`src/rtl/axi_rd_arb_2to1_if.sv`:
```
// One read link (address + data channel) between a requester (master) and a responder (slave).
interface axi_rd_arb_2to1_if #(
    parameter int ID_W = 4
);
    logic [ID_W-1:0] RD_ID;
    logic [31:0]     RD_ADDR;
    logic [7:0]      RD_LEN;
    logic            RD_ADDR_VALID;
    logic            RD_ADDR_READY;
    logic [ID_W-1:0] RD_BACK_ID;
    logic [31:0]     RD_DATA;
    logic            RD_DATA_LAST;
    logic            RD_DATA_VALID;
    logic            RD_DATA_READY;

    modport master (
        output RD_ID, RD_ADDR, RD_LEN, RD_ADDR_VALID, RD_DATA_READY,
        input  RD_ADDR_READY, RD_BACK_ID, RD_DATA, RD_DATA_LAST, RD_DATA_VALID
    );

    modport slave (
        input  RD_ID, RD_ADDR, RD_LEN, RD_ADDR_VALID, RD_DATA_READY,
        output RD_ADDR_READY, RD_BACK_ID, RD_DATA, RD_DATA_LAST, RD_DATA_VALID
    );
endinterface

```
`src/rtl/axi_rd_arb_2to1.sv`:
```
// Two-master read arbiter sharing one slave, one burst in flight at a time.
// Define RD_ARB_RR_EN for round-robin tie-breaking; otherwise M0 wins ties.
module axi_rd_arb_2to1 #(
    parameter int ID_W = 4
) (
    input  logic              clk,
    input  logic              rstn,
    axi_rd_arb_2to1_if.slave  m0,
    axi_rd_arb_2to1_if.slave  m1,
    axi_rd_arb_2to1_if.master s,
    output logic              ARB_GNT,
    output logic              ARB_BUSY,
    output logic              LEN_ERR
);

    typedef enum logic [1:0] {
        IDLE = 2'd0,
        ADDR = 2'd1,
        DATA = 2'd2
    } state_t;

    state_t     state, state_nxt;
    logic       req_any;
    logic       win;
    logic       addr_hs;
    logic       data_hs;
    logic [7:0] len_q;
    logic [8:0] beat_cnt;
    logic       ovf_q;
    logic       len_err_nxt;
    logic       ovf_set;

    assign req_any = m0.RD_ADDR_VALID | m1.RD_ADDR_VALID;

`ifdef RD_ARB_RR_EN
    logic last_ptr;

    // Ties go to the master that did not win last time.
    always_comb begin
        if (m0.RD_ADDR_VALID && m1.RD_ADDR_VALID)
            win = ~last_ptr;
        else
            win = ~m0.RD_ADDR_VALID;
    end

    always_ff @(posedge clk or negedge rstn) begin
        if (!rstn)
            last_ptr <= 1'b1;
        else if (state == IDLE && req_any)
            last_ptr <= win;
    end
`else
    assign win = ~m0.RD_ADDR_VALID;
`endif

    // Bus muxing; everything idles at zero outside the phase that owns it.
    always_comb begin
        s.RD_ID          = '0;
        s.RD_ADDR        = '0;
        s.RD_LEN         = '0;
        s.RD_ADDR_VALID  = 1'b0;
        s.RD_DATA_READY  = 1'b0;
        m0.RD_ADDR_READY = 1'b0;
        m1.RD_ADDR_READY = 1'b0;
        m0.RD_DATA_VALID = 1'b0;
        m1.RD_DATA_VALID = 1'b0;
        m0.RD_BACK_ID    = '0;
        m1.RD_BACK_ID    = '0;
        m0.RD_DATA       = '0;
        m1.RD_DATA       = '0;
        m0.RD_DATA_LAST  = 1'b0;
        m1.RD_DATA_LAST  = 1'b0;
        case (state)
            ADDR: begin
                if (ARB_GNT) begin
                    s.RD_ID          = m1.RD_ID;
                    s.RD_ADDR        = m1.RD_ADDR;
                    s.RD_LEN         = m1.RD_LEN;
                    s.RD_ADDR_VALID  = m1.RD_ADDR_VALID;
                    m1.RD_ADDR_READY = s.RD_ADDR_READY;
                end else begin
                    s.RD_ID          = m0.RD_ID;
                    s.RD_ADDR        = m0.RD_ADDR;
                    s.RD_LEN         = m0.RD_LEN;
                    s.RD_ADDR_VALID  = m0.RD_ADDR_VALID;
                    m0.RD_ADDR_READY = s.RD_ADDR_READY;
                end
            end
            DATA: begin
                m0.RD_BACK_ID   = s.RD_BACK_ID;
                m1.RD_BACK_ID   = s.RD_BACK_ID;
                m0.RD_DATA      = s.RD_DATA;
                m1.RD_DATA      = s.RD_DATA;
                m0.RD_DATA_LAST = s.RD_DATA_LAST;
                m1.RD_DATA_LAST = s.RD_DATA_LAST;
                if (ARB_GNT) begin
                    s.RD_DATA_READY  = m1.RD_DATA_READY;
                    m1.RD_DATA_VALID = s.RD_DATA_VALID;
                end else begin
                    s.RD_DATA_READY  = m0.RD_DATA_READY;
                    m0.RD_DATA_VALID = s.RD_DATA_VALID;
                end
            end
            default: ;
        endcase
    end

    assign addr_hs  = (state == ADDR) && s.RD_ADDR_VALID && s.RD_ADDR_READY;
    assign data_hs  = (state == DATA) && s.RD_DATA_VALID && s.RD_DATA_READY;
    assign ARB_BUSY = (state != IDLE);

    always_comb begin
        state_nxt = state;
        case (state)
            IDLE:    if (req_any) state_nxt = ADDR;
            ADDR:    if (addr_hs) state_nxt = DATA;
            DATA:    if (data_hs && s.RD_DATA_LAST) state_nxt = IDLE;
            default: state_nxt = IDLE;
        endcase
    end

    // Overrun = a non-LAST beat whose pre-increment count is already past LEN.
    // It is reported once per burst and masks the later LAST-mismatch report.
    always_comb begin
        len_err_nxt = 1'b0;
        ovf_set     = 1'b0;
        if (data_hs && !ovf_q) begin
            if (s.RD_DATA_LAST) begin
                len_err_nxt = (beat_cnt != {1'b0, len_q});
            end else if (beat_cnt > {1'b0, len_q}) begin
                len_err_nxt = 1'b1;
                ovf_set     = 1'b1;
            end
        end
    end

    always_ff @(posedge clk or negedge rstn) begin
        if (!rstn) begin
            state   <= IDLE;
            ARB_GNT <= 1'b0;
            LEN_ERR <= 1'b0;
        end else begin
            state   <= state_nxt;
            LEN_ERR <= len_err_nxt;
            if (state == IDLE && req_any)
                ARB_GNT <= win;
        end
    end

    always_ff @(posedge clk or negedge rstn) begin
        if (!rstn) begin
            len_q    <= 8'd0;
            beat_cnt <= 9'd0;
            ovf_q    <= 1'b0;
        end else if (addr_hs) begin
            len_q    <= s.RD_LEN;
            beat_cnt <= 9'd0;
            ovf_q    <= 1'b0;
        end else if (data_hs) begin
            beat_cnt <= beat_cnt + 9'd1;
            if (ovf_set)
                ovf_q <= 1'b1;
        end
    end

endmodule

```
`src/flat_wrapper.sv`:
```
// flat-port wrapper written by rule: the top's interface ports become plain ports
module axi_rd_arb_2to1_flat 
#(
    parameter int ID_W = 4
)
  (clk, rstn, ARB_GNT, ARB_BUSY, LEN_ERR, m0_RD_ID, m0_RD_ADDR, m0_RD_LEN, m0_RD_ADDR_VALID, m0_RD_DATA_READY, m0_RD_ADDR_READY, m0_RD_BACK_ID, m0_RD_DATA, m0_RD_DATA_LAST, m0_RD_DATA_VALID, m1_RD_ID, m1_RD_ADDR, m1_RD_LEN, m1_RD_ADDR_VALID, m1_RD_DATA_READY, m1_RD_ADDR_READY, m1_RD_BACK_ID, m1_RD_DATA, m1_RD_DATA_LAST, m1_RD_DATA_VALID, s_RD_ID, s_RD_ADDR, s_RD_LEN, s_RD_ADDR_VALID, s_RD_DATA_READY, s_RD_ADDR_READY, s_RD_BACK_ID, s_RD_DATA, s_RD_DATA_LAST, s_RD_DATA_VALID);
  axi_rd_arb_2to1_if #(.ID_W(ID_W)) m0_i ();
  axi_rd_arb_2to1_if #(.ID_W(ID_W)) m1_i ();
  axi_rd_arb_2to1_if #(.ID_W(ID_W)) s_i ();
  input  logic clk;
  input  logic rstn;
  output logic ARB_GNT;
  output logic ARB_BUSY;
  output logic LEN_ERR;
  input wire logic [$bits(m0_i.RD_ID)-1:0] m0_RD_ID;
  input wire logic [$bits(m0_i.RD_ADDR)-1:0] m0_RD_ADDR;
  input wire logic [$bits(m0_i.RD_LEN)-1:0] m0_RD_LEN;
  input wire logic [$bits(m0_i.RD_ADDR_VALID)-1:0] m0_RD_ADDR_VALID;
  input wire logic [$bits(m0_i.RD_DATA_READY)-1:0] m0_RD_DATA_READY;
  output wire logic [$bits(m0_i.RD_ADDR_READY)-1:0] m0_RD_ADDR_READY;
  output wire logic [$bits(m0_i.RD_BACK_ID)-1:0] m0_RD_BACK_ID;
  output wire logic [$bits(m0_i.RD_DATA)-1:0] m0_RD_DATA;
  output wire logic [$bits(m0_i.RD_DATA_LAST)-1:0] m0_RD_DATA_LAST;
  output wire logic [$bits(m0_i.RD_DATA_VALID)-1:0] m0_RD_DATA_VALID;
  input wire logic [$bits(m1_i.RD_ID)-1:0] m1_RD_ID;
  input wire logic [$bits(m1_i.RD_ADDR)-1:0] m1_RD_ADDR;
  input wire logic [$bits(m1_i.RD_LEN)-1:0] m1_RD_LEN;
  input wire logic [$bits(m1_i.RD_ADDR_VALID)-1:0] m1_RD_ADDR_VALID;
  input wire logic [$bits(m1_i.RD_DATA_READY)-1:0] m1_RD_DATA_READY;
  output wire logic [$bits(m1_i.RD_ADDR_READY)-1:0] m1_RD_ADDR_READY;
  output wire logic [$bits(m1_i.RD_BACK_ID)-1:0] m1_RD_BACK_ID;
  output wire logic [$bits(m1_i.RD_DATA)-1:0] m1_RD_DATA;
  output wire logic [$bits(m1_i.RD_DATA_LAST)-1:0] m1_RD_DATA_LAST;
  output wire logic [$bits(m1_i.RD_DATA_VALID)-1:0] m1_RD_DATA_VALID;
  output wire logic [$bits(s_i.RD_ID)-1:0] s_RD_ID;
  output wire logic [$bits(s_i.RD_ADDR)-1:0] s_RD_ADDR;
  output wire logic [$bits(s_i.RD_LEN)-1:0] s_RD_LEN;
  output wire logic [$bits(s_i.RD_ADDR_VALID)-1:0] s_RD_ADDR_VALID;
  output wire logic [$bits(s_i.RD_DATA_READY)-1:0] s_RD_DATA_READY;
  input wire logic [$bits(s_i.RD_ADDR_READY)-1:0] s_RD_ADDR_READY;
  input wire logic [$bits(s_i.RD_BACK_ID)-1:0] s_RD_BACK_ID;
  input wire logic [$bits(s_i.RD_DATA)-1:0] s_RD_DATA;
  input wire logic [$bits(s_i.RD_DATA_LAST)-1:0] s_RD_DATA_LAST;
  input wire logic [$bits(s_i.RD_DATA_VALID)-1:0] s_RD_DATA_VALID;
  assign m0_i.RD_ID = m0_RD_ID;
  assign m0_i.RD_ADDR = m0_RD_ADDR;
  assign m0_i.RD_LEN = m0_RD_LEN;
  assign m0_i.RD_ADDR_VALID = m0_RD_ADDR_VALID;
  assign m0_i.RD_DATA_READY = m0_RD_DATA_READY;
  assign m0_RD_ADDR_READY = m0_i.RD_ADDR_READY;
  assign m0_RD_BACK_ID = m0_i.RD_BACK_ID;
  assign m0_RD_DATA = m0_i.RD_DATA;
  assign m0_RD_DATA_LAST = m0_i.RD_DATA_LAST;
  assign m0_RD_DATA_VALID = m0_i.RD_DATA_VALID;
  assign m1_i.RD_ID = m1_RD_ID;
  assign m1_i.RD_ADDR = m1_RD_ADDR;
  assign m1_i.RD_LEN = m1_RD_LEN;
  assign m1_i.RD_ADDR_VALID = m1_RD_ADDR_VALID;
  assign m1_i.RD_DATA_READY = m1_RD_DATA_READY;
  assign m1_RD_ADDR_READY = m1_i.RD_ADDR_READY;
  assign m1_RD_BACK_ID = m1_i.RD_BACK_ID;
  assign m1_RD_DATA = m1_i.RD_DATA;
  assign m1_RD_DATA_LAST = m1_i.RD_DATA_LAST;
  assign m1_RD_DATA_VALID = m1_i.RD_DATA_VALID;
  assign s_RD_ID = s_i.RD_ID;
  assign s_RD_ADDR = s_i.RD_ADDR;
  assign s_RD_LEN = s_i.RD_LEN;
  assign s_RD_ADDR_VALID = s_i.RD_ADDR_VALID;
  assign s_RD_DATA_READY = s_i.RD_DATA_READY;
  assign s_i.RD_ADDR_READY = s_RD_ADDR_READY;
  assign s_i.RD_BACK_ID = s_RD_BACK_ID;
  assign s_i.RD_DATA = s_RD_DATA;
  assign s_i.RD_DATA_LAST = s_RD_DATA_LAST;
  assign s_i.RD_DATA_VALID = s_RD_DATA_VALID;
  axi_rd_arb_2to1 #(.ID_W(ID_W)) u_core (.clk(clk), .rstn(rstn), .m0(m0_i), .m1(m1_i), .s(s_i), .ARB_GNT(ARB_GNT), .ARB_BUSY(ARB_BUSY), .LEN_ERR(LEN_ERR));
endmodule
```
`config.mk`:
```
export PLATFORM = sky130hd
export DESIGN_NAME = axi_rd_arb_2to1_flat
export DESIGN_NICKNAME = d
export VERILOG_FILES = /design/src/rtl/axi_rd_arb_2to1_if.sv /design/src/rtl/axi_rd_arb_2to1.sv /design/src/flat_wrapper.sv
export SDC_FILE = /design/constraint.sdc
export NUM_CORES = 1
export LEC_CHECK = 0
export BUFFER_PORTS_ARGS = -buffer_cell sky130_fd_sc_hd__buf_4
export CORE_AREA = 4 4 98 100
export CTS_CLUSTER_DIAMETER = 150
export DETAILED_ROUTE_END_ITERATION = 16
export DIE_AREA = 0 0 102 104
export PLACE_DENSITY = 0.66
export SYNTH_ARGS = -nofsm -noshare
export SYNTH_HDL_FRONTEND = slang
export SYNTH_SLANG_ARGS = --single-unit
```
`constraint.sdc`:
```
create_clock -name clk -period 3.58 [get_ports clk]
set_input_delay 0.716 -clock clk [delete_from_list [all_inputs] [get_ports clk]]
set_output_delay 0.716 -clock clk [all_outputs]
set_load 0.005 [all_outputs]
```
==> summary.md, run 1 <==
| Metric | Value |
|---|---|
| Top-area cell type share of the netlist area | 0.232 |
| CTS Hold Bufs | 0 |
| Leading area contributor after synthesis | dfrtp_1 |
| IO Port Bufs | 259 |
| Compound-Gate Fraction of Synth Area | 0.0854 |
| CTS tree | built |
| CP arrival | approximately 1.9 ns |
| H-tree lvl count | 1 |
| Antenna violations before repair | 0 |
| Cell Pwr Density | between 500 and 600 mW/mm^2 |
| GR Util All Layers | 0.165 |
| Peak VDD IR | approximately 270 uV |
| # resized after CTS | 0 |
| DRC viols | 0 |
| Ant diodes | 0 |
| Worst Clk Skew | roughly 0.0051 ns |
| # Post-CTS Setup Buffers | 0 |
| DP Worst Slack | 1.27 ns |
| Max FO, Critical Path | 46 |
| Placed cells | 621 |
| Largest net degree at the start of global routing | 47 |
| Max Fclk | 384 MHz |
| Simple-Gate Fraction of Synth Area | 0.263 |
| Die height | between 100 and 150 um |
| Worst slew pin tran | 0.756 ns |
| Die Span X | 102 um |
| Vias per cell | 4.54 |
| Routed Antenna Nets | 0 |
| Placer congestion estimate | 0.861 |
| Relative slew slack | 0.496 |
| Post-Syn Area | 0.00237 sq mm |
| Total grt overflow | 0 |
| Yosys cell types | 33 |
| CP startpoint kind | flop |
| CTS Buffer Depth | 2 |
| CTS Buf Count | 3 |
| Switch share | 0.416 |
| Adder-Cell Fraction of Synth Area | 0.0474 |
| Wire per inst | roughly 15 um |
| Core Rows | 34 |
| 1st-iter DRT viols | 59 |
| Max-slew violations | 0 |
| Clock latency on the worst-skew pair | 0.26 ns |
| Switching power | between 0.9 and 1 mW |
| Setup ws final | 0.979 ns |
| Cells after Synth | 305 |
| DP Wirelength | 8320 um |
| Non-filler instance count after layout | 625 |
| Type of the worst setup path | reg -> out |
| Ratio of final minimum period to clock period | 0.727 |
| Pleak | 2.33 nW |
| Min-Delay Path Class | in -> async |
| Final core occ | 0.481 |
| Post-Synth XOR/XNOR Area | 0.0111 |
| Synth area leaders | dfrtp_1, mux2i_1, buf_4 |
| CP Capture Type | output pin |
| Clock power frac | 0.071 |
| CTS clk-pin slew, worst paths | 0.08 ns |
| Clk sinks | 22 |
| Global-route wire length before repair | ~14000 um |
| Result of the run | completed |
| Seq/Total Area, Yosys | 0.232 |
| Number of flops mapped to enable cells by yosys | 0 |
| DR pass1 iterations | 4 |
| Syn nets | 447 |
| Hold Slack | 0.329 ns |
| Number of global-route vias before repair | 2763 |
| Reg power frac | 0.156 |
| Pint | between 1 and 1.5 mW |
| Via count | 2836 |
| Core ar. | 0.00868 sq mm |
| Root Buffer Master | clkbuf_8 |
| Max cap viols | 0 |
| RSZ-0062 raised after global routing | false |
| Area Growth Syn to Fin | 75.8% |
| Most used DFF post-synth | dfrtp_1 |
| Final Net Count | 660 |
| Fin. Hold Viols | 0 |
| Setup total negative slack | 0 ns |
| Routed wire length | 9640 um |
| Fin crit period | 2.60 ns |
| Final setup vio count | 0 |
| Full die area | ~0.011 sq mm |
| Synth Register Bits | 22 |
| Synth async-reset ratio | 1.00 |
| Share of layout cells above drive strength 1 | 0.520 |
| Gate power share | 0.773 |
| I/O pin total | 260 |
| Mapped Avg Cell Area | 7.79 sq um |
| Mux cell area share after synthesis | 0.194 |
| Initial Util | 0.274 |
| Synth warnings | 0 |
| Critical Path RT | 2.86 ns |
| Largest family of logic cells by synthesized area | simple AND/OR/NAND/NOR gates |
## state kept, by name, summed over array words and instances, names as in the netlist
register,flops
u_core.ARB_GNT,1
u_core.state,2
u_core.ovf_q,1
u_core.beat_cnt,9
u_core.LEN_ERR,1
u_core.len_q,8
## cells in the final DEF, fill, tap and decap left out, types with 4 or more instances in the layout
| cell | instances |
|---|---|
| buf_4 | 262 |
| o211ai_1 | 4 |
| mux2i_1 | 45 |
| nand3_1 | 4 |
| nor2_1 | 52 |
| o31ai_1 | 5 |
| and2_1 | 38 |
| o21ai_0 | 12 |
| dfrtp_1 | 21 |
| a21oi_1 | 7 |
| nand2_1 | 18 |
| ha_1 | 9 |
| inv_1 | 12 |
## metal layers
metal  vias up  track usage  wire length, um
met3        12       0.0335              830
met4         0       0.0169              118
met1      1282        0.182             3390
met5         -            0                0
met2       138        0.326             5300
li1       1404            -                -
## area by class of cell
type                       instances  area, sq um
sequential                        22          552
clock buffer                       4         45.0
tap                              108          135
multi-input combinational        217         1430
inverter                          12         45.0
timing repair buffer             262         1970
fill                             861         4500
## worst paths after layout
check                                            startpoint                        endpoint  slack (ns)  cells after the start
worst max-delay path             u_core.ARB_GNT$_DFFE_PN0P_                     s_RD_LEN[2]        0.98                      4
worst min register to register     u_core.ovf_q$_DFFE_PN0P_        u_core.LEN_ERR$_DFF_PN0_        0.42                      1
worst min-delay path                                   rstn  u_core.beat_cnt[0]$_DFFE_PN0P_        0.33                      1
max in group asynchronous                              rstn      u_core.ARB_GNT$_DFFE_PN0P_        3.01                      1
worst max register to register  u_core.state[0]$_DFFE_PN0P_  u_core.beat_cnt[5]$_DFFE_PN0P_        1.70                      4
min in group clk                   u_core.ovf_q$_DFFE_PN0P_        u_core.LEN_ERR$_DFF_PN0_        0.42                      1
## synthesized netlist by cell type (all sizes together), types with 2 or more instances
master / count
a211oi: 2
a21oi: 7
and2: 38
and3: 3
buf: 44
clkbuf: 10
dfrtp: 22
ha: 9
inv: 12
mux2i: 45
nand2: 18
nand3: 4
nor2: 52
nor2b: 3
o211ai: 4
o21ai: 12
o31ai: 5
xnor2: 2
## power groups by stage
stage | Clock (mW) | Sequential [mW] | Combinational [mW]
after detailed placement | 0 | 0.353 | 1.74
after global routing | 0.177 | 0.357 | 1.88
final | 0.158 | 0.347 | 1.72
after floorplan | 0 | 0.335 | 0.950
after global placement | 0 | 0.348 | 1.72
after CTS | 0.164 | 0.348 | 1.74
## critical path, cell delays in order (launching register included)
cell and delay, ns:
dfrtp_2 0.43, buf_4 0.61, mux2i_1 0.30, nor2_1 0.08
buf_4 0.16
## logic make-up (layout without fill, tap and decap cells)
family / after synthesis / count (layout)
AO/OA/AOI/OAI: 33 / 33
multiplexers: 46 / 46
AND/OR/NAND/NOR: 126 / 126
XOR/XNOR: 3 / 3
buffers and inverters: 66 / 278
adder cells (fa/ha/maj): 9 / 9
flip-flops: 22 / 22
## metrics by stage
| stage | power (mW) | cell area (sq um) |
|---|---|---|
| global placement | 2.06 | 4130 |
| floorplan | 1.29 | 2370 |
| detailed placement | 2.09 | 4130 |
| CTS | 2.26 | 4180 |
| finish | 2.22 | 4180 |
| global route | 2.42 | 4180 |
(Power assumes the default switching activity.)
==> inputs of run 2 (changes only) <==
Settings changed: CORE_AREA 4 4 98 100 to 4 4 100 102, DIE_AREA 0 0 102 104 to 0 0 104 106.
Clock period 3.58 ns to 2.3 ns, I/O delays scaled along.
==> run 2 against run 1 <==
Critical endpoint unchanged. First-iteration DRC count grew to 2.6 times the previous value. Worst hold slack got worse by 0.25 ns. Critical path depth unchanged. Design area rose by 0.99%. Largest power group unchanged. Utilization shrank 1.8 points. Clock skew decreased by 0.0033 ns. Largest cell class unchanged. Non-clock buffer count is 2 higher. Sequential power up 55%.
==> summary.md, run 2 (synthesized netlist as in run 1, its figures left out) <==
| Metric | Value |
|---|---|
| Global-route wire length before repair | 15700 um (was 14200 um) |
| Core ar. | 0.00911 sq mm (was 0.00868 sq mm) |
| Setup total negative slack | 0 ns (unchanged) |
| Die height | 106 um (was 104 um) |
| Commonest non-fill, non-tap cell in the layout | buf_4 (unchanged) |
| DP Wirelength | 9050 um (was 8320 um) |
| Worst slew pin tran | 0.679 ns (was 0.756 ns) |
| Relative slew slack | 0.547 (was 0.496) |
| Max Fclk | 488 MHz |
| Root Buffer Master | clkbuf_8 (unchanged) |
| Total grt overflow | 0 (unchanged) |
| CTS Hold Bufs | 0 (unchanged) |
| DRC viols | 0 (unchanged) |
| GR Util All Layers | 0.174 (was 0.165) |
| Worst path bufs/invs | 2 (unchanged) |
| R2r startpoint | u_core.state[0]$_DFFE_PN0P_ (unchanged) |
| Vias per cell | 4.55 (was 4.54) |
| Area Growth Syn to Fin | 77.6% (was 75.8%) |
| Die Span X | 104 um (was 102 um) |
| Max-slew violations | 0 (unchanged) |
| Register area | 552 sq um (unchanged) |
| Largest regs | u_core.beat_cnt x9, u_core.len_q x8, u_core.state x2 (unchanged) |
| Fin. Hold Viols | 0 (unchanged) |
| CP Capture Type | output pin (unchanged) |
| Biggest cell delay along the critical path | 0.42 ns (was 0.61 ns) |
| CTS Buf Count | 3 (unchanged) |
| Routed Antenna Nets | 0 (unchanged) |
| Cell Pwr Density | 844 mW/mm^2 (was 533 mW/mm^2) |
| Wire per inst | 16.3 um (was 15.4 um) |
| CTS tree | built (unchanged) |
| Routed wire length | 10300 um (was 9640 um) |
| Crit-path cells | buf_4 -> mux2i_1 -> nor2_1 -> buf_4 (unchanged) |
| 1st-iter DRT viols | 156 (was 59) |
| Max reg flops | 9 (unchanged) |
| Hold Slack | 0.0747 ns (was 0.329 ns) |
| DR pass1 iterations | 4 (unchanged) |
| Register-to-Register Path Depth | 4 (unchanged) |
| CTS Buffer Depth | 2 (unchanged) |
| Via count | 2867 (was 2836) |
| Final total power | 3.56 mW (was 2.22 mW) |
| Final Net Count | 662 (was 660) |
| # resized after CTS | 0 (unchanged) |
| Fill cells | 920 (was 861) |
| Result of the run | completed (unchanged) |
| Family with the most delay on the worst path | buffers and inverters (unchanged) |
| Largest net degree at the start of global routing | 46 (was 47) |
| CP arrival | 1.59 ns (was 1.89 ns) |
| Type of the worst setup path | reg -> out (unchanged) |
| Max FO, Critical Path | 23 (was 46) |
| Reg-to-Reg End | u_core.beat_cnt[5]$_DFFE_PN0P_ (unchanged) |
| Core Rows | 35 (was 34) |
| RSZ-0062 raised after global routing | false (unchanged) |
| CP startpoint kind | flop (unchanged) |
| H-tree lvl count | 1 (unchanged) |
| Full die area | 0.0110 sq mm (was 0.0106 sq mm) |
| I/O pin total | 260 (unchanged) |
| Clock latency on the worst-skew pair | 0.26 ns (about the same) |
| # Post-CTS Setup Buffers | 0 (unchanged) |
| Most frequent cells in the layout | buf_4, nor2_1, mux2i_1, and2_1, dfrtp_1 (unchanged) |
| Initial Util | 0.261 (was 0.274) |
| Fin crit period | 2.05 ns |
| Antenna violations before repair | 0 (unchanged) |
| CTS clk-pin slew, worst paths | 0.08 ns (about the same) |
| CP most frequent cell | buf_4 (unchanged) |
| Placer congestion estimate | 0.857 (was 0.861) |
| IO Port Bufs | 259 (unchanged) |
| Largest reg by FF count | u_core.beat_cnt (unchanged) |
| R2r setup slk | 0.48 ns (was 1.70 ns) |
| Critical Path RT | 1.84 ns (was 2.86 ns) |
| Area of the multi-input gates | 0.00143 sq mm (unchanged) |
| Worst Clk Skew | 0.00183 ns (was 0.00508 ns) |
| Crit-path slowest cell | dfrtp_2 (was buf_4) |
| Number of global-route vias before repair | 2998 (was 2763) |
| Max cap viols | 0 (unchanged) |
| Peak VDD IR | 521 uV (was 271 uV) |
| Final setup vio count | 0 (unchanged) |
| Ant diodes | 0 (unchanged) |
| Ratio of final minimum period to clock period | 0.890 |
| Share of layout cells above drive strength 1 | 0.524 (was 0.520) |
| Pleak | 2.35 nW (was 2.33 nW) |
| Min-Delay Path Class | in -> async (unchanged) |
| Clk sinks | 22 (unchanged) |
[run 2: cell count changes in the layout (fill, tap and decap cells not counted)]
cell      previous run  this run
clkbuf_1             1         0
buf_4              262       263
buf_12               0         1
clkbuf_8             3         4
[run 2: area by class of cell]
type,instances,area share
Clock buffer,4,0.0131
Inverter,12,0.0107
Multi-Input combinational cell,217,0.339
Sequential cell,22,0.131
Tap cell,111,0.0329
Timing Repair Buffer,264,0.473
[run 2: worst max path at each step]
stage                                     startpoint                        endpoint  slack [ns]  cells after the start
after detailed placement             s_RD_DATA_VALID  u_core.beat_cnt[5]$_DFFE_PN0P_        0.45                      5
final                     u_core.ARB_GNT$_DFFE_PN0P_                     s_RD_LEN[2]        0.25                      4
after floorplan           u_core.ARB_GNT$_DFFE_PN0P_                    s_RD_ADDR[0]        0.39                      5
after CTS                 u_core.ARB_GNT$_DFFE_PN0P_                     s_RD_LEN[2]        0.23                      4
after global placement               s_RD_DATA_VALID  u_core.beat_cnt[5]$_DFFE_PN0P_        0.45                      5
after global routing      u_core.ARB_GNT$_DFFE_PN0P_                     s_RD_LEN[2]        0.14                      4
[run 2: layer usage]
layer | share of wire | routed length (um) | global-route usage
met1 | 0.39 | 3970 | 0.198
met2 | 0.51 | 5240 | 0.320
met3 | 0.088 | 909 | 0.0589
met4 | 0.017 | 180 | 0.0294
met5 | 0 | 0 | 0
[run 2: power by group]
group | internal, mW | leakage (nW) | switching (mW)
Sequential | 0.475 | 0.294 | 0.0620
Combinational | 1.45 | 2.02 | 1.30
Clock | 0.153 | 0.0288 | 0.125
Total | 2.08 | 2.35 | 1.48
[run 2: through the flow]
| stage | cells | cell area (sq um) | utilization | setup slack (ns) |
|---|---|---|---|---|
| after floorplan | 305 | 2370 | - | 0.394 |
| after global placement | 626 | 4160 | 0.457 | 0.448 |
| after detailed placement | 626 | 4160 | 0.457 | 0.445 |
| after CTS | 630 | 4220 | 0.463 | 0.226 |
| after global routing | 630 | 4220 | 0.463 | 0.143 |
| final | 630 | 4220 | 0.463 | 0.252 |
